$ cat config.mk
export PLATFORM = sky130hd
export DESIGN_NAME = game_flow_controller
export DESIGN_NICKNAME = d
export VERILOG_FILES = /design/src/rtl/game_flow_controller.sv
export SDC_FILE = /design/constraint.sdc
export NUM_CORES = 1
export LEC_CHECK = 0
export CORE_MARGIN = 2
export CORE_UTILIZATION = 30
export CTS_CLUSTER_DIAMETER = 80
export DETAILED_ROUTE_END_ITERATION = 8
export HOLD_SLACK_MARGIN = 0.1
export MAX_ROUTING_LAYER = met4
export PLACE_DENSITY = 0.6
export SLEW_MARGIN = 25
export SYNTH_ARGS = -nofsm -noshare
export SYNTH_HDL_FRONTEND = slang
export SYNTH_SLANG_ARGS = --single-unit
$ cat constraint.sdc
create_clock -name clk -period 3.3 [get_ports clk]
set_clock_uncertainty 0.15 [all_clocks]
set_input_delay 0.99 -clock clk [delete_from_list [all_inputs] [get_ports clk]]
set_output_delay 0.99 -clock clk [all_outputs]
set_load 0.05 [all_outputs]
$ cat src/rtl/game_flow_controller.sv
// Game flow sequencer: IDLE -> COUNTDOWN -> PLAY -> FINISH, with optional PAUSED state.
// Optional pause support is enabled by defining GAME_FLOW_PAUSE_EN.
module game_flow_controller #(
   parameter int GAME_TICKS      = 60,
   parameter int COUNTDOWN_TICKS = 3
) (
   input  logic       clk,
   input  logic       rst,
   input  logic       en,
   input  logic       tick,
   input  logic       cleared,
   input  logic       pause,
   output logic [2:0] state,
   output logic       play_en,
   output logic       clear_field,
   output logic [6:0] time_left,
   output logic [4:0] digit_tens,
   output logic [4:0] digit_ones,
   output logic       finished,
   output logic       win
);

   typedef enum logic [2:0] {
      IDLE      = 3'd0,
      COUNTDOWN = 3'd1,
      PLAY      = 3'd2,
      FINISH    = 3'd3,
      PAUSED    = 3'd4
   } state_t;

   localparam logic [6:0] TIME_INIT = 7'(GAME_TICKS);
   localparam logic [3:0] CD_INIT   = 4'(COUNTDOWN_TICKS);

   state_t     state_reg;
   logic [3:0] cd_reg;
   logic [6:0] time_left_reg;
   logic       play_en_reg;
   logic       clear_field_reg;
   logic       finished_reg;
   logic       win_reg;
   logic       en_q;
   logic       en_rise;
   logic       pause_rise;

   assign en_rise = en & ~en_q;

`ifdef GAME_FLOW_PAUSE_EN
   logic pause_q;

   // Reset to 1 so a pause held high through reset release does not toggle.
   always_ff @(posedge clk) begin
      if (rst) pause_q <= 1'b1;
      else     pause_q <= pause;
   end

   assign pause_rise = pause & ~pause_q;
`else
   logic pause_unused;
   assign pause_unused = pause;
   assign pause_rise   = 1'b0;
`endif

   always_ff @(posedge clk) begin
      if (rst) begin
         state_reg       <= IDLE;
         cd_reg          <= 4'd0;
         time_left_reg   <= 7'd0;
         play_en_reg     <= 1'b0;
         clear_field_reg <= 1'b0;
         finished_reg    <= 1'b0;
         win_reg         <= 1'b0;
         en_q            <= 1'b1;
      end else begin
         en_q            <= en;
         clear_field_reg <= 1'b0;
         if (en_rise) begin
            state_reg       <= COUNTDOWN;
            cd_reg          <= CD_INIT;
            time_left_reg   <= TIME_INIT;
            win_reg         <= 1'b0;
            clear_field_reg <= 1'b1;
            play_en_reg     <= 1'b0;
            finished_reg    <= 1'b0;
         end else begin
            case (state_reg)
               COUNTDOWN: begin
                  if (cd_reg == 4'd0) begin
                     state_reg   <= PLAY;
                     play_en_reg <= 1'b1;
                  end else if (tick) begin
                     cd_reg <= cd_reg - 4'd1;
                     if (cd_reg == 4'd1) begin
                        state_reg   <= PLAY;
                        play_en_reg <= 1'b1;
                     end
                  end
               end
               PLAY: begin
                  // Clearing the field beats a coincident tick: the win keeps its time.
                  if (cleared) begin
                     state_reg    <= FINISH;
                     win_reg      <= 1'b1;
                     finished_reg <= 1'b1;
                     play_en_reg  <= 1'b0;
                  end else if (pause_rise) begin
                     state_reg   <= PAUSED;
                     play_en_reg <= 1'b0;
                  end else if (tick) begin
                     if (time_left_reg <= 7'd1) begin
                        time_left_reg <= 7'd0;
                        state_reg     <= FINISH;
                        win_reg       <= 1'b0;
                        finished_reg  <= 1'b1;
                        play_en_reg   <= 1'b0;
                     end else begin
                        time_left_reg <= time_left_reg - 7'd1;
                     end
                  end
               end
               PAUSED: begin
                  if (pause_rise) begin
                     state_reg   <= PLAY;
                     play_en_reg <= 1'b1;
                  end
               end
               default: ;
            endcase
         end
      end
   end

   always_comb begin
      digit_tens = 5'd31;
      digit_ones = 5'd31;
      case (state_reg)
         COUNTDOWN: digit_ones = {1'b0, cd_reg};
         PLAY, PAUSED, FINISH: begin
            digit_tens = 5'(time_left_reg / 7'd10);
            digit_ones = 5'(time_left_reg % 7'd10);
         end
         default: ;
      endcase
   end

   assign state       = state_reg;
   assign play_en     = play_en_reg;
   assign clear_field = clear_field_reg;
   assign time_left   = time_left_reg;
   assign finished    = finished_reg;
   assign win         = win_reg;

endmodule

==> results.json, run 1 <==
{
  "status": "finished, violations left",
  "violations": "setup timing",
  "fp.dieArea_sq_um": 5693,
  "crit_type": "reg2out",
  "yosysTopAreaCellShare_pct": 23.53,
  "antenna_found_initial": 0,
  "cp.depth": 11,
  "arrival_ns": 2.47,
  "fmax_mhz": 276.8,
  "initialDrtViolationCount": 69,
  "final_core_util_pct": 45.63,
  "drv_cap": 0,
  "syn_inst": 207,
  "ant_nets": 0,
  "min_path_cells": 2,
  "ys_seq_area_share_pct": 23.53,
  "min_period_ns": 3.613,
  "place_area_sq_um": 2086,
  "io_buffers": 27,
  "ys_warn_count": 0,
  "syn2layout_area_growth_pct": 49.26,
  "overflow": 0,
  "crit_required_ns": 2.16,
  "cts_tree": "done",
  "cts-root-buf": "clkbuf_8",
  "grt_pass1_vias": 1476,
  "grt_max_degree": 17,
  "nFillCells": 528,
  "maxSlewViolCount": 0,
  "cpPeakStageDelay_ns": 0.39,
  "rows": 26,
  "critPathCaptureType": "output port",
  "peakVddDrop_mv": 0.3200,
  "totalPowerFinal_uw": 751.0,
  "min_path_type": "reg2reg",
  "fin_area_sq_um": 2286,
  "synth-seq-cells": 18,
  "grt_pass1_wl_microns": 7155,
  "grt_usage_pct": 16.49,
  "routed_wl_microns": 4397,
  "synthTopCellsByCount": "26 x nor2_1, 21 x a21oi_1, 18 x dfxtp_1",
  "initial_core_util_pct": 30.57,
  "async_flop_share_pct": 0,
  "syn-num-nets": 220,
  "dp_hpwl_microns": 3108,
  "vias_per_cell": 5.081,
  "die_w_microns": 75.45,
  "path_cells": "nand2b_4, o21a_1, o21ai_2, a221oi_4, ha_4, buf_6, a21oi_4, o2bb2ai_4, mux2i_1, o22a_2, buf_12",
  "yosysUniqueCellTypes": 54,
  "p_leak_uw": 0.0007966,
  "drc": 0,
  "rsz0062_at_grt": "yes",
  "finalCritPeriodShare_pct": 109.5,
  "synth-edff-count": 0,
  "ys.flop_type": "dfxtp_1",
  "final_nets": 264,
  "setup_viol": 5,
  "clk_latency_ns": 0.25,
  "cts_buffers": 3,
  "hold_viol": 0,
  "via_count": 1626,
  "crit_path_start_kind": "register",
  "drt_pass1_iterations": 4,
  "critPathBufInv": 2,
  "synth_area_leader_cell": "dfxtp_1",
  "detail_route.wl_per_cell_microns": 13.74,
  "largest_reg_flops": 7,
  "core_sq_um": 5010,
  "worst_pin_slew_ns": 0.4945,
  "syn-mean-instance-area_sq_um": 7.398,
  "dp_cells": 312,
  "clock_sinks": 18,
  "path_max_fanout": 6,
  "n_antenna_cell": 0,
  "synth_area_leaders": "dfxtp_1 24%, a21oi_1 6.9%, nor2_1 6.4%",
  "relSlewSlack_pct": 66.73,
  "cpMaxStageDelayCell": "dfxtp_4",
  "clk_path_buf_depth": 2,
  "drive_above_1_share_pct": 30.40,
  "place.gp.congestion": 0.8749,
  "die_h_microns": 75.45,
  "cts.hold.buffers_added": 0,
  "synth.cell_area_sq_um": 1531,
  "ios": 30,
  "setup_ws_ns": -0.3133,
  "path_clk_slew_ns": 0.07,
  "crit_family": "compound AO/OA/AOI/OAI gates",
  "power_per_cell_area_nw_per_um2": 328.5,
  "stdcell_count": 320,
  "rr_worst_depth": 8,
  "synth_most_common_cell": "nor2_1",
  "h-tree-depth": 1
}
through the flow:
| stage | worst slack (ns) | hold slack, ns | TNS, ns |
|---|---|---|---|
| finish | -0.3133 | 0.3303 | -1.428 |
| floorplan | -0.2487 | 0.3737 | -0.5181 |
| detailed placement | -0.1343 | 0.3129 | -0.1343 |
| global route | -0.4280 | 0.3644 | -2.030 |
| global placement | -0.08927 | 0.3132 | -0.08927 |
| CTS | -0.3233 | 0.3391 | -0.9095 |
path summary, 6_finish.rpt:
kind                 from            end  slack [ns]
max          time_left[6]  digit_ones[2]       -0.31
min              finished       finished        0.33
max reg2reg  time_left[4]       state[0]        1.16
min reg2reg      finished       finished        0.33
tightest hold or removal path, cell delays in order, from the launching register on:
cell     delay, ns
dfxtp_1       0.33
nor2_1        0.05
nor2_1        0.07
metal layers:
metal	GRT usage [%]	part of all wire [%]	vias up
met5	-	0	-
met2	25.80	48	40
met4	1.754	0.82	0
met3	2.116	3.8	6
li1	-	-	826
met1	23.54	47	754
cells by family (layout without fill, tap and decap cells):
logic type	count (synthesis)	count (layout)	synth area share (%)
and+or+nand+nor	82	82	26.80
AOI/OAI and AO/OA	64	64	29.33
buffers and inverters	26	69	9.151
DFF	18	18	23.53
xor gates and xnor gates	8	8	4.575
adders and majority gates	7	7	5.719
other	1	1	0.2449
muxes	1	1	0.6536
layout make-up:
type                       instances  area, sq um  share of cell area (%)
clock buffer                       3        41.29                   1.806
clock inverter                     1        3.754                  0.1642
inverter                           8        30.03                   1.314
multi-input combinational        163         1201                   52.55
sequential                        18        377.9                   16.53
tap                               70        87.58                   3.831
timing repair buffer              57        544.3                   23.81
cell usage in the layout, fill, tap and decap left out, types with 2 or more instances in the layout:
master           Yosys  final
nand2_1             12     11
a21oi_1             21     20
dfxtp_1             18     12
nor4_1               2      2
inv_2                2      2
o22ai_1              2      2
nand3b_1             5      5
xor2_1               3      2
nand2b_1             5      4
a22oi_1              3      2
a31oi_1              5      5
nand2_4              0      2
clkbuf_8             0      3
nand4_1              2      2
buf_4                4     31
o21ai_0             11      8
ha_1                 7      6
nor2_1              26     26
o21ai_2              0      2
nor2b_1              5      4
nand3_1              8      7
xnor2_1              5      5
o21ai_1              1      2
nor3_1               7      6
inv_1                6      6
o211ai_1             2      2
dfxtp_4              0      4
o21a_1               2      2
a21oi_4              0      2
clkdlybuf4s50_1      0     20
a22oi_2              1      2
buf_12               0      5
or2_1                3      2
dfxtp_2              0      2
repair_timing:
item	4_1_cts	5_1_grt
pin swaps	5	12
gates resized for setup	3	22
endpoints found under the setup margin	5	5
buffers inserted	1	4
power by group:
| group | switching (uW) | total, uW | leakage [uW] | internal, uW |
|---|---|---|---|---|
| clock | 74.9 | 158 | 0.0000231 | 82.7 |
| sequential | 12.7 | 239 | 0.000151 | 226 |
| combinational | 205 | 354 | 0.000623 | 150 |
(Power assumes the default switching activity.)
==> inputs of run 2 (changes only) <==
PLACE_DENSITY = not set   (was 0.6)
==> results of run 2 <==
No change in the layout: final DEF, timing and power equal those of run 1.
==> inputs of run 3 (changes only) <==
CTS_CLUSTER_SIZE = 30   (was not set)
clock period = 4.57 ns   (was 3.3 ns; I/O delays follow)
==> results.json, run 3 (same netlist as run 1, synthesis figures left out) <==
{
  "cpMaxStageDelayCell": "dfxtp_1",
  "nFillCells": 545,
  "syn2layout_area_growth_pct": 26.80,
  "vias_per_cell": 5.125,
  "arrival_ns": 2.81,
  "fin_hold_ws_ns": 0.3236,
  "cts_tree": "done",
  "antenna_found_initial": 0,
  "grt_usage_pct": 14.99,
  "p_leak_uw": 0.0006344,
  "cpPeakStageDelay_ns": 0.59,
  "grt_max_degree": 20,
  "final_cell_mix": "26 x nor2_1, 22 x clkdlybuf4s50_1, 21 x a21oi_1",
  "io_buffers": 27,
  "initialDrtViolationCount": 75,
  "ios": 30,
  "worst_pin_slew_ns": 0.6212,
  "drv_cap": 0,
  "grt_pass1_vias": 1346,
  "overflow": 0,
  "totalPowerFinal_uw": 512.6,
  "rsz0062_at_grt": "no",
  "crit_path_start_kind": "register",
  "drc": 0,
  "initial_core_util_pct": 30.57,
  "grt_use_met3_pct": 1.720,
  "cts_buffers": 3,
  "finalCritPeriodShare_pct": 94.73,
  "grt_pass1_wl_microns": 6541,
  "final_nets": 240,
  "multiInputGateArea_sq_um": 1041,
  "fin_area_sq_um": 1942,
  "cts.hold.buffers_added": 0,
  "h-tree-depth": 1,
  "crit_type": "reg2out",
  "status": "completed",
  "gr-usage-met1_pct": 21.54,
  "critPathBufInv": 1,
  "clk_path_buf_depth": 2,
  "routed_wl_microns": 3867,
  "cts-root-buf": "clkbuf_8",
  "path_cells": "nand2_2, o21a_1, o21ai_0, a221oi_2, ha_2, xor2_1, a2bb2oi_1, o2bb2ai_1, a22oi_1, a32oi_2, buf_12",
  "min_period_ns": 4.329,
  "min_path_type": "reg2reg",
  "critPathCaptureType": "output port",
  "die_w_microns": 75.45,
  "setup_viol": 0,
  "fp.dieArea_sq_um": 5693,
  "clk_latency_ns": 0.25,
  "relSlewSlack_pct": 58.50,
  "fmax_mhz": 231.0,
  "rows": 26,
  "path_clk_slew_ns": 0.07,
  "place.gp.congestion": 0.8872,
  "n_antenna_cell": 0,
  "ant_nets": 0,
  "die_h_microns": 75.45,
  "crit_required_ns": 3.05,
  "core_sq_um": 5010,
  "clock_sinks": 18,
  "power_per_cell_area_nw_per_um2": 264.0,
  "busiest_layer": "met2",
  "grt_use_met2_pct": 22.22,
  "largest_reg_flops": 7,
  "hold_viol": 0,
  "dp_cells": 292,
  "setup_tns_ns": 0,
  "crit_family": "compound AO/OA/AOI/OAI gates",
  "dp_hpwl_microns": 2863,
  "stdcell_count": 296,
  "place_area_sq_um": 1882,
  "detail_route.wl_per_cell_microns": 13.06,
  "peakVddDrop_mv": 0.1740,
  "path_max_fanout": 12,
  "mostFrequentLayoutCell": "nor2_1",
  "regArea_sq_um": 362.8,
  "drive_above_1_share_pct": 13.72,
  "via_count": 1517,
  "drt_pass1_iterations": 4,
  "maxSlewViolCount": 0
}
-- run 3: cell count changes in the layout (fill, tap and decap cells not counted), moves of 3 or more --
cell	delta
dfxtp_1	+4
buf_4	-25
o21ai_0	+3
dfxtp_4	-4
-- run 3: where the power goes --
group | internal, uW | switching, uW | total, uW
Sequential | 164 | 12.7 | 177
Clock | 76.5 | 51.8 | 128
Combinational | 81.4 | 126 | 207
Total | 322 | 190 | 513
-- run 3: what timing repair did --
item,in CTS,in global routing
gates resized for setup,0,3
setup endpoints to repair,0,2
setup buffers,0,0
-- run 3: final cells by class --
| class | instances | share of cell area, % |
|---|---|---|
| timing repair buffer | 33 | 18.81 |
| multi-input combinational | 163 | 53.61 |
| inverter | 8 | 1.546 |
| clock buffer | 4 | 2.835 |
| tap | 70 | 4.510 |
| sequential | 18 | 18.69 |
-- run 3: through the flow --
step	util (%)	setup slack (ns)
2_1_floorplan	-	0.02175
3_3_place_gp	37.56	0.3559
3_5_place_dp	37.56	0.3265
4_1_cts	38.66	0.03679
5_1_grt	38.76	0.01674
6_report	38.76	0.2410
-- run 3: worst min-delay path: cells and delay by family (launching register included) --
family | cells | cell delay [ns]
simple gates | 2 | 0.12
flops | 1 | 0.33
-- run 3: worst paths after layout --
check                                   from             to  slack [ns]  depth (start not counted)
worst max-delay path            time_left[2]  digit_ones[3]        0.24                         11
worst min-delay path                finished       finished        0.32                          2
worst max register to register      state[1]   time_left[6]        2.22                          5
worst min register to register      finished       finished        0.32                          2
-- run 3: per-layer routing --
layer / up-vias / routed length (microns) / part of all wire, %
met5: - / 0 / 0
li1: 782 / - / -
met1: 707 / 1911 / 49
met3: 4 / 83 / 2.1
met4: 0 / 32 / 0.83
met2: 24 / 1839 / 48
